<file path="src/rtl/alu_sequencer_if.sv">
// alu_sequencer_if: program-memory fetch bus between sequencer and memory.
// Signals: mem_addr, mem_rd (request), mem_ready, mem_rdata (16-bit word).
interface alu_sequencer_if #(
  parameter int PC_W = 8
);
  logic [PC_W-1:0] mem_addr;
  logic            mem_rd;
  logic            mem_ready;
  logic [15:0]     mem_rdata;

  modport master (
    output mem_addr,
    output mem_rd,
    input  mem_ready,
    input  mem_rdata
  );

  modport slave (
    input  mem_addr,
    input  mem_rd,
    output mem_ready,
    output mem_rdata
  );
endinterface

</file>
<file path="src/rtl/alu_sequencer.sv">
// alu_sequencer: fetches instructions, strobes exec1, owns CARRY/SKIP.
// Ports: clk, rst_n (async low), run, mem (fetch bus master),
//   instruction/exec1 to ALU, carrystatus/skipstatus out,
//   carryout/carryen/skipout/skipen from ALU.
// Optional: define SEQ_INSTR_COUNT_EN for a 32-bit instr_count output.
module alu_sequencer #(
  parameter int              PC_W     = 8,
  parameter logic [PC_W-1:0] RESET_PC = '0
) (
  input  logic        clk,
  input  logic        rst_n,
  input  logic        run,
  alu_sequencer_if.master mem,
  output logic [15:0] instruction,
  output logic        exec1,
  output logic        carrystatus,
  output logic        skipstatus,
  input  logic        carryout,
  input  logic        carryen,
  input  logic        skipout,
  input  logic        skipen
`ifdef SEQ_INSTR_COUNT_EN
  ,
  output logic [31:0] instr_count
`endif
);

  typedef enum logic [1:0] {
    S_IDLE,
    S_FETCH,
    S_SKIP,
    S_EXEC1
  } state_t;

  state_t          r_state;
  state_t          w_next;
  logic [PC_W-1:0] r_pc;
  logic [15:0]     r_ir;
  logic            r_carry;
  logic            r_skip;
  logic            w_skip_nx;

  // SKIP value after this edge; EXEC1 routes on it
  assign w_skip_nx = skipen ? skipout : r_skip;

  always_comb begin
    w_next = r_state;
    unique case (r_state)
      S_IDLE: begin
        if (run) w_next = r_skip ? S_SKIP : S_FETCH;
      end
      S_FETCH: begin
        if (mem.mem_ready) w_next = S_EXEC1;
      end
      S_SKIP: begin
        w_next = run ? S_FETCH : S_IDLE;
      end
      S_EXEC1: begin
        if (!run) w_next = S_IDLE;
        else      w_next = w_skip_nx ? S_SKIP : S_FETCH;
      end
      default: w_next = S_IDLE;
    endcase
  end

  always_ff @(posedge clk or negedge rst_n) begin
    if (!rst_n) r_state <= S_IDLE;
    else        r_state <= w_next;
  end

  always_ff @(posedge clk or negedge rst_n) begin
    if (!rst_n) begin
      r_pc    <= RESET_PC;
      r_ir    <= 16'h0000;
      r_carry <= 1'b0;
      r_skip  <= 1'b0;
    end else begin
      unique case (r_state)
        S_FETCH: begin
          if (mem.mem_ready) begin
            r_ir <= mem.mem_rdata;
            r_pc <= r_pc + 1'b1;
          end
        end
        S_SKIP: begin
          r_pc   <= r_pc + 1'b1;
          r_skip <= 1'b0;
        end
        S_EXEC1: begin
          if (carryen) r_carry <= carryout;
          if (skipen)  r_skip  <= skipout;
        end
        default: ;
      endcase
    end
  end

`ifdef SEQ_INSTR_COUNT_EN
  logic [31:0] r_cnt;

  always_ff @(posedge clk or negedge rst_n) begin
    if (!rst_n)                 r_cnt <= '0;
    else if (r_state == S_EXEC1) r_cnt <= r_cnt + 32'd1;
  end

  assign instr_count = r_cnt;
`endif

  assign mem.mem_rd   = (r_state == S_FETCH);
  assign mem.mem_addr = r_pc;
  assign exec1        = (r_state == S_EXEC1);
  assign instruction  = r_ir;
  assign carrystatus  = r_carry;
  assign skipstatus   = r_skip;

endmodule

</file>
<file path="src/flat_wrapper.sv">
// flat-port wrapper written by rule: the top's interface ports become plain ports
module alu_sequencer_flat 
#(
  parameter int              PC_W     = 8,
  parameter logic [PC_W-1:0] RESET_PC = '0
)
  (clk, rst_n, run, instruction, exec1, carrystatus, skipstatus, carryout, carryen, skipout, skipen, mem_mem_addr, mem_mem_rd, mem_mem_ready, mem_mem_rdata);
  alu_sequencer_if #(.PC_W(PC_W)) mem_i ();
  input  logic clk;
  input  logic rst_n;
  input  logic run;
  output logic [15:0] instruction;
  output logic exec1;
  output logic carrystatus;
  output logic skipstatus;
  input  logic carryout;
  input  logic carryen;
  input  logic skipout;
  input  logic skipen;
  output wire logic [$bits(mem_i.mem_addr)-1:0] mem_mem_addr;
  output wire logic [$bits(mem_i.mem_rd)-1:0] mem_mem_rd;
  input wire logic [$bits(mem_i.mem_ready)-1:0] mem_mem_ready;
  input wire logic [$bits(mem_i.mem_rdata)-1:0] mem_mem_rdata;
  assign mem_mem_addr = mem_i.mem_addr;
  assign mem_mem_rd = mem_i.mem_rd;
  assign mem_i.mem_ready = mem_mem_ready;
  assign mem_i.mem_rdata = mem_mem_rdata;
  alu_sequencer #(.PC_W(PC_W), .RESET_PC(RESET_PC)) u_core (.clk(clk), .rst_n(rst_n), .run(run), .mem(mem_i), .instruction(instruction), .exec1(exec1), .carrystatus(carrystatus), .skipstatus(skipstatus), .carryout(carryout), .carryen(carryen), .skipout(skipout), .skipen(skipen));
endmodule
</file>
<file path="config.mk">
export PLATFORM = sky130hd
export DESIGN_NAME = alu_sequencer_flat
export DESIGN_NICKNAME = d
export VERILOG_FILES = /design/src/rtl/alu_sequencer_if.sv /design/src/rtl/alu_sequencer.sv /design/src/flat_wrapper.sv
export SDC_FILE = /design/constraint.sdc
export NUM_CORES = 1
export LEC_CHECK = 0
export CORE_MARGIN = 2
export CORE_UTILIZATION = 41
export DETAILED_ROUTE_END_ITERATION = 16
export GPL_ROUTABILITY_DRIVEN = 0
export HOLD_SLACK_MARGIN = 0.15
export PLACE_DENSITY = 0.88
export SETUP_SLACK_MARGIN = 0.1
export SLEW_MARGIN = 20
export SYNTH_ARGS = -nofsm -noshare
export SYNTH_HDL_FRONTEND = slang
export SYNTH_SLANG_ARGS = --single-unit
</file>
<file path="constraint.sdc">
create_clock -name clk -period 1.4 [get_ports clk]
set_input_delay 0.28 -clock clk [delete_from_list [all_inputs] [get_ports clk]]
set_output_delay 0.28 -clock clk [all_outputs]
set_load 0.005 [all_outputs]
</file>
======== Yosys cells after proc, flatten, opt, wreduce, memory -nomap -nowiden ========
Cells that the tools add are included.
word-level totals
  register bits ........................... 28
  latch bits .............................. 0
  memory bits (writable) .................. 0
  ROM bits ................................ 0
  input port bits ......................... 24
  memories ................................ 0
operators by class
  $add $sub $neg .......................... 1
  $mul .................................... 0
  divide/modulo/power cells ............... 0
  $lt $le $gt $ge ......................... 0
  equality and inequality tests ........... 5
  shifts and indexed selects .............. 0
  multiplexer cells ....................... 11
  bitwise logic cells ..................... 0
  reductions and logical operators ........ 7
operators by type and width
  operator               count
  $pmux W8 S2            1
  $mux W2                5
  $add A8 B1 Y8 const B  1
  $mux W8                1
  $pmux W2 S4            1
  $reduce_and A2 Y1      4
  $eq A2 B2 Y1 const B   2
  $reduce_bool A2 Y1     2
  $eq A2 B1 Y1 const B   1
  $logic_not A2 Y1       1
  $mux W1                2
  $ne A2 B1 Y1 const B   1
  $ne A2 B2 Y1 const B   1
  $pmux W1 S2            1

======== Depth between registers and ports, before layout ========
Gate-level depths: netlist of run 1.
  depth after elaboration ................. 4
  gate-level depth with buffers ........... 4

======== Least setup slack after synthesis of run 1 ========
Ideal clock, no wire load.
  kind .................................... register to register
  from .................................... register u_core.r_state[1]
  to ...................................... register u_core.r_ir[1], in the netlist u_core.instruction[1]
  setup time .............................. 125 ps
  arrival ................................. 1144 ps
  data required time ...................... 1275 ps
  path slack .............................. 131 ps
  cell stages (with the launch flop) ...... 4
  cells stage by stage .................... dfrtp_1 > nand3b_4 > buf_4 > mux2_2
between the ends
  cells in the longest elaborated chain, start to end .. 2
RTL lines
  element                             RTL line             RTL
  start, declared                     alu_sequencer.sv:35  state_t r_state;
  start signal, assigned              alu_sequencer.sv:68  else r_state <= w_next;
  $eq A2 B1 Y1                        alu_sequencer.sv:78  unique case (r_state)
  $reduce_and A2 Y1 (no source line)  n/a
  end signal, assigned                alu_sequencer.sv:81  r_ir <= mem.mem_rdata;
  end, declared                       alu_sequencer.sv:38  logic [15:0] r_ir;
No other way between the ends.
A chain may end at the register's enable or synchronous reset.

======== Final worst setup path of run 1 ========
  from .................................... register u_core.r_state[0]
  to ...................................... register u_core.r_pc[6], in the netlist u_core.mem.mem_addr[6]
between the ends
  cells in the longest elaborated chain, start to end .. 3
  elaborated cells on any way between the ends .. 6
RTL lines
  element                                                              RTL line             RTL
  $eq A2 B1 Y1 or $eq A2 B2 Y1 (tied branches)                         alu_sequencer.sv:78
  $ne A2 B1 Y1 (no source line) or $reduce_bool A2 Y1 (tied branches)  n/a
  $reduce_and A2 Y1 (no source line)                                   n/a
  end signal, assigned                                                 alu_sequencer.sv:82  r_pc <= r_pc + 1'b1;
  end signal, assigned                                                 alu_sequencer.sv:86  r_pc <= r_pc + 1'b1;
  end, declared                                                        alu_sequencer.sv:37  logic [PC_W-1:0] r_pc;
Parallel ways exist; a longest one is shown, timed or not.

==> results of run 1 <==
layout by cell type (no fill, tap or decap), types with 2 or more instances in the layout:
master,Yosys,layout
a21oi_1,4,2
a31oi_1,2,2
buf_4,1,31
buf_6,1,8
clkbuf_4,0,3
clkdlybuf4s15_1,0,22
clkdlybuf4s50_1,0,23
dfrtp_1,28,28
dlygate4sd2_1,0,3
mux2_4,0,17
nand2_1,5,4
nand3_1,2,2
o21ai_0,2,2
xor2_1,6,6
kinds of logic (layout without fill, tap and decap cells):
| group | Yosys count | in the layout |
|---|---|---|
| DFF | 28 | 28 |
| xor gates and xnor gates | 7 | 7 |
| muxes | 19 | 19 |
| and+or+nand+nor | 15 | 16 |
| buffers and inverters | 4 | 95 |
| AOI/OAI and AO/OA | 13 | 13 |
| adders and majority gates | 1 | 1 |
power groups by stage:
stage / Sequential (mW) / Clock, mW / Combinational [mW]
after global placement: 1.49 / 0 / 1.93
final: 1.45 / 0.334 / 2.83
after CTS: 1.43 / 0.327 / 2.28
after detailed placement: 1.51 / 0 / 2.00
after global routing: 1.49 / 0.371 / 3.01
after floorplan: 1.54 / 0 / 0.771
worst register-to-register path: stages (launching register included):
cell       delay [ns]
dfrtp_1          0.42
buf_6            0.12
buf_6            0.12
nand2b_4         0.17
a2111oi_4        0.38
xor2_1           0.17
final cells by class:
cell class	instances	area [sq um]
multi-input cells	56	591
repair buffers	90	830
inverters	2	7.51
clock buffers	3	22.5
well taps	31	38.8
fillers	181	592
flip-flops and latches	28	701
stage by stage:
stage	instance area, sq um	utilization (%)	setup TNS, ns	setup WS [ns]
CTS	2000	71.7	-0.114	-0.0961
detailed placement	1830	65.6	-3.35	-0.197
floorplan	1210	-	0	0.131
global placement	1830	65.6	-2.71	-0.151
global route	2190	78.7	-0.391	-0.0893
finish	2190	78.7	-0.134	-0.0445
worst paths after layout:
path | startpoint | end | slack, ns | cells after the start
max reg2reg | u_core.r_state[0] | u_core.mem.mem_addr[6] | -0.04 | 5
min | rst_n | u_core.instruction[1] | 0.28 | 2
max in group asynchronous | rst_n | u_core.instruction[10] | 0.96 | 2
min in group clk | u_core.carrystatus | u_core.carrystatus | 0.53 | 1
min reg2reg | u_core.carrystatus | u_core.carrystatus | 0.53 | 1
max | u_core.r_state[0] | u_core.mem.mem_addr[6] | -0.04 | 5
timing repair:
item                       4_1_cts  5_1_grt
gates resized for setup         54       38
buffers inserted                14       15
pin swaps                        9        5
setup endpoints to repair       38       52
cloned                           1        1
sequential cells by signal, summed over array words and instances (netlist names):
name	count
u_core.instruction	16
u_core.mem.mem_addr	8
u_core.r_state	2
u_core.carrystatus	1
u_core.skipstatus	1
layer usage:
metal  vias up  wire length (um)  global-route usage [%]
li1        492                 -                       -
met1       527              1410                    22.8
met5         -                 0                       0
met3         9               214                    5.71
met4         0                67                    8.64
met2        42              1740                    33.5
==> summary.md, run 1 <==
| Metric | Value |
|---|---|
| Status | `finished, violations left` |
| Failing checks | `negative setup slack` |
| Startpoint types | `flop` |
| Dpl hpwl | `2.07 mm` |
| Hold Worst Slack | `0.278 ns` |
| Adder-cell share of the synthesized area | `1.03%` |
| Clock skew | `0.00554 ns` |
| Peak VDD IR | `1590 uV` |
| Layout cell share with drive strength beyond 1 | `41.3%` |
| Slew margin rel. | `81.2%` |
| Seq pwr share | `31.5%` |
| Initial Util | `43.7%` |
| Largest net degree at the start of global routing | `29` |
| Average routed wire per standard cell | `16.3 um` |
| Root Buffer | `clkbuf_4` |
| CP dominant cell by count | `buf_6` |
| Net Sw Frac | `32.5%` |
| Synth Area in XOR/XNOR | `5.05%` |
| Fin cells | `210` |
| Switching power | `1.50 mW` |
| TritonCTS Buffers | `3` |
| Num rows | `19` |
| P_leak | `1.03 nW` |
| CP Capture Type | `flop` |
| Critical path buffers and inverters | `2` |
| GRT Util Overall | `19.6%` |
| Post-synthesis mux area share | `17.5%` |
| Tcrit/Tclk final | `103%` |
| DR pass1 iterations | `3` |
| Crit path max-delay cell type | `dfrtp_1` |
| Synthesis Warnings | `0` |
| Seq cells post-synth | `28` |
| Actual slew at the worst max-slew pin | `0.282 ns` |
| Simple-gate share of the synthesized area | `8.03%` |
| # diodes | `0` |
| Synth Instances | `87` |
| Top cell family by delay on the critical path | `flip-flops` |
| Top cell type's share of synthesized area | `57.7%` |
| Max Buffers Root-to-Sink | `2` |
| Top-count cell post-synth | `dfrtp_1` |
| Final #Nets | `206` |
| Pint | `3.12 mW` |
| Hold buffers post-CTS | `0` |
| Routed WL | `3.43 mm` |
| Die area | `3410 sq um` |
| Power Density | `2110 nW/um^2` |
| Number of enable flip-flop cells after synthesis | `0` |
| Clock network power share | `7.2%` |
| RSZ-0062 raised after global routing | `yes` |
| Maxcap violations | `0` |
| Post-synth top cells | `dfrtp_1 (28), mux2_2 (18), xor2_1 (6)` |
| Synth top area cells | `dfrtp_1 (58%), mux2_2 (17%), xor2_1 (4.3%)` |
| Setup-failing EPs final | `5` |
| Fin crit period | `1.44 ns` |
| Max FO, Critical Path | `6` |
| Post-synth ARST share | `100%` |
| Core area | `2780 sq um` |
| Hold Crit Class | `in2async` |
| Pins Over Slew Limit | `0` |
| Slowest cell delay on critical path | `0.42 ns` |
| Compound-gate portion of the synthesized area | `8.55%` |
| Crit path cell chain | `buf_6, buf_6, nand2b_4, a2111oi_4, xor2_1` |
| Area delta synth->final | `80.2%` |
| Crit path kind | `reg2reg` |
| Final Hold Viols | `0` |
| Ys flop type | `dfrtp_1` |
| Combinational share of power | `61.3%` |
| Die Ht | `58.4 um` |
| Final setup margin | `-0.0445 ns` |
| Post-Syn Area | `1210 sq um` |
| Crit path required time | `1.67 ns` |
| DR vias/cell | `5.10` |
| Worst Path Arrival | `1.71 ns` |
| CTS Sinks | `28` |
| F_max | `0.692 GHz` |
| Placed cell count | `176` |
| Clk slew on worst S/H paths | `0.15 ns` |
| Max H-tree Level | `1` |
| IO Port Bufs | `51` |
| Cell variety after synth | `26` |
| DRC | `0` |
| Power Total | `4.62 mW` |
| Number of global-route vias before repair | `1106` |
| Final ANT Viol Nets | `0` |
| Die Wd | `58.4 um` |
| Syn nets | `112` |
| CTS tree | `built` |
| Avg Cell Area, Syn | `14.0 sq um` |
| Via Count | `1070` |
| Clk Latency, worst-skew pair | `0.33 ns` |
| Synth area leader | `dfrtp_1` |
| # IOs | `52` |
| Initial antenna violation count | `0` |
| Overflow left after global routing | `0` |
| Initial detailed-routing violation count | `16` |
| Sequential share of the synthesized area | `57.7%` |
| Largest family of logic cells by synthesized area | `multiplexers` |
| First-pass GRT wire length | `5.04 mm` |
Power figures use the tool's default switching activity.
==> inputs of run 2 (changes only) <==
--- a/config.mk
+++ b/config.mk
@@ -7,6 +7,7 @@
 export LEC_CHECK = 0
 export CORE_MARGIN = 2
 export CORE_UTILIZATION = 41
+export CTS_CLUSTER_SIZE = 8
 export DETAILED_ROUTE_END_ITERATION = 16
 export GPL_ROUTABILITY_DRIVEN = 0
 export HOLD_SLACK_MARGIN = 0.15
==> results of run 2 <==
Final layout, timing and power as in run 1 (identical DEF).
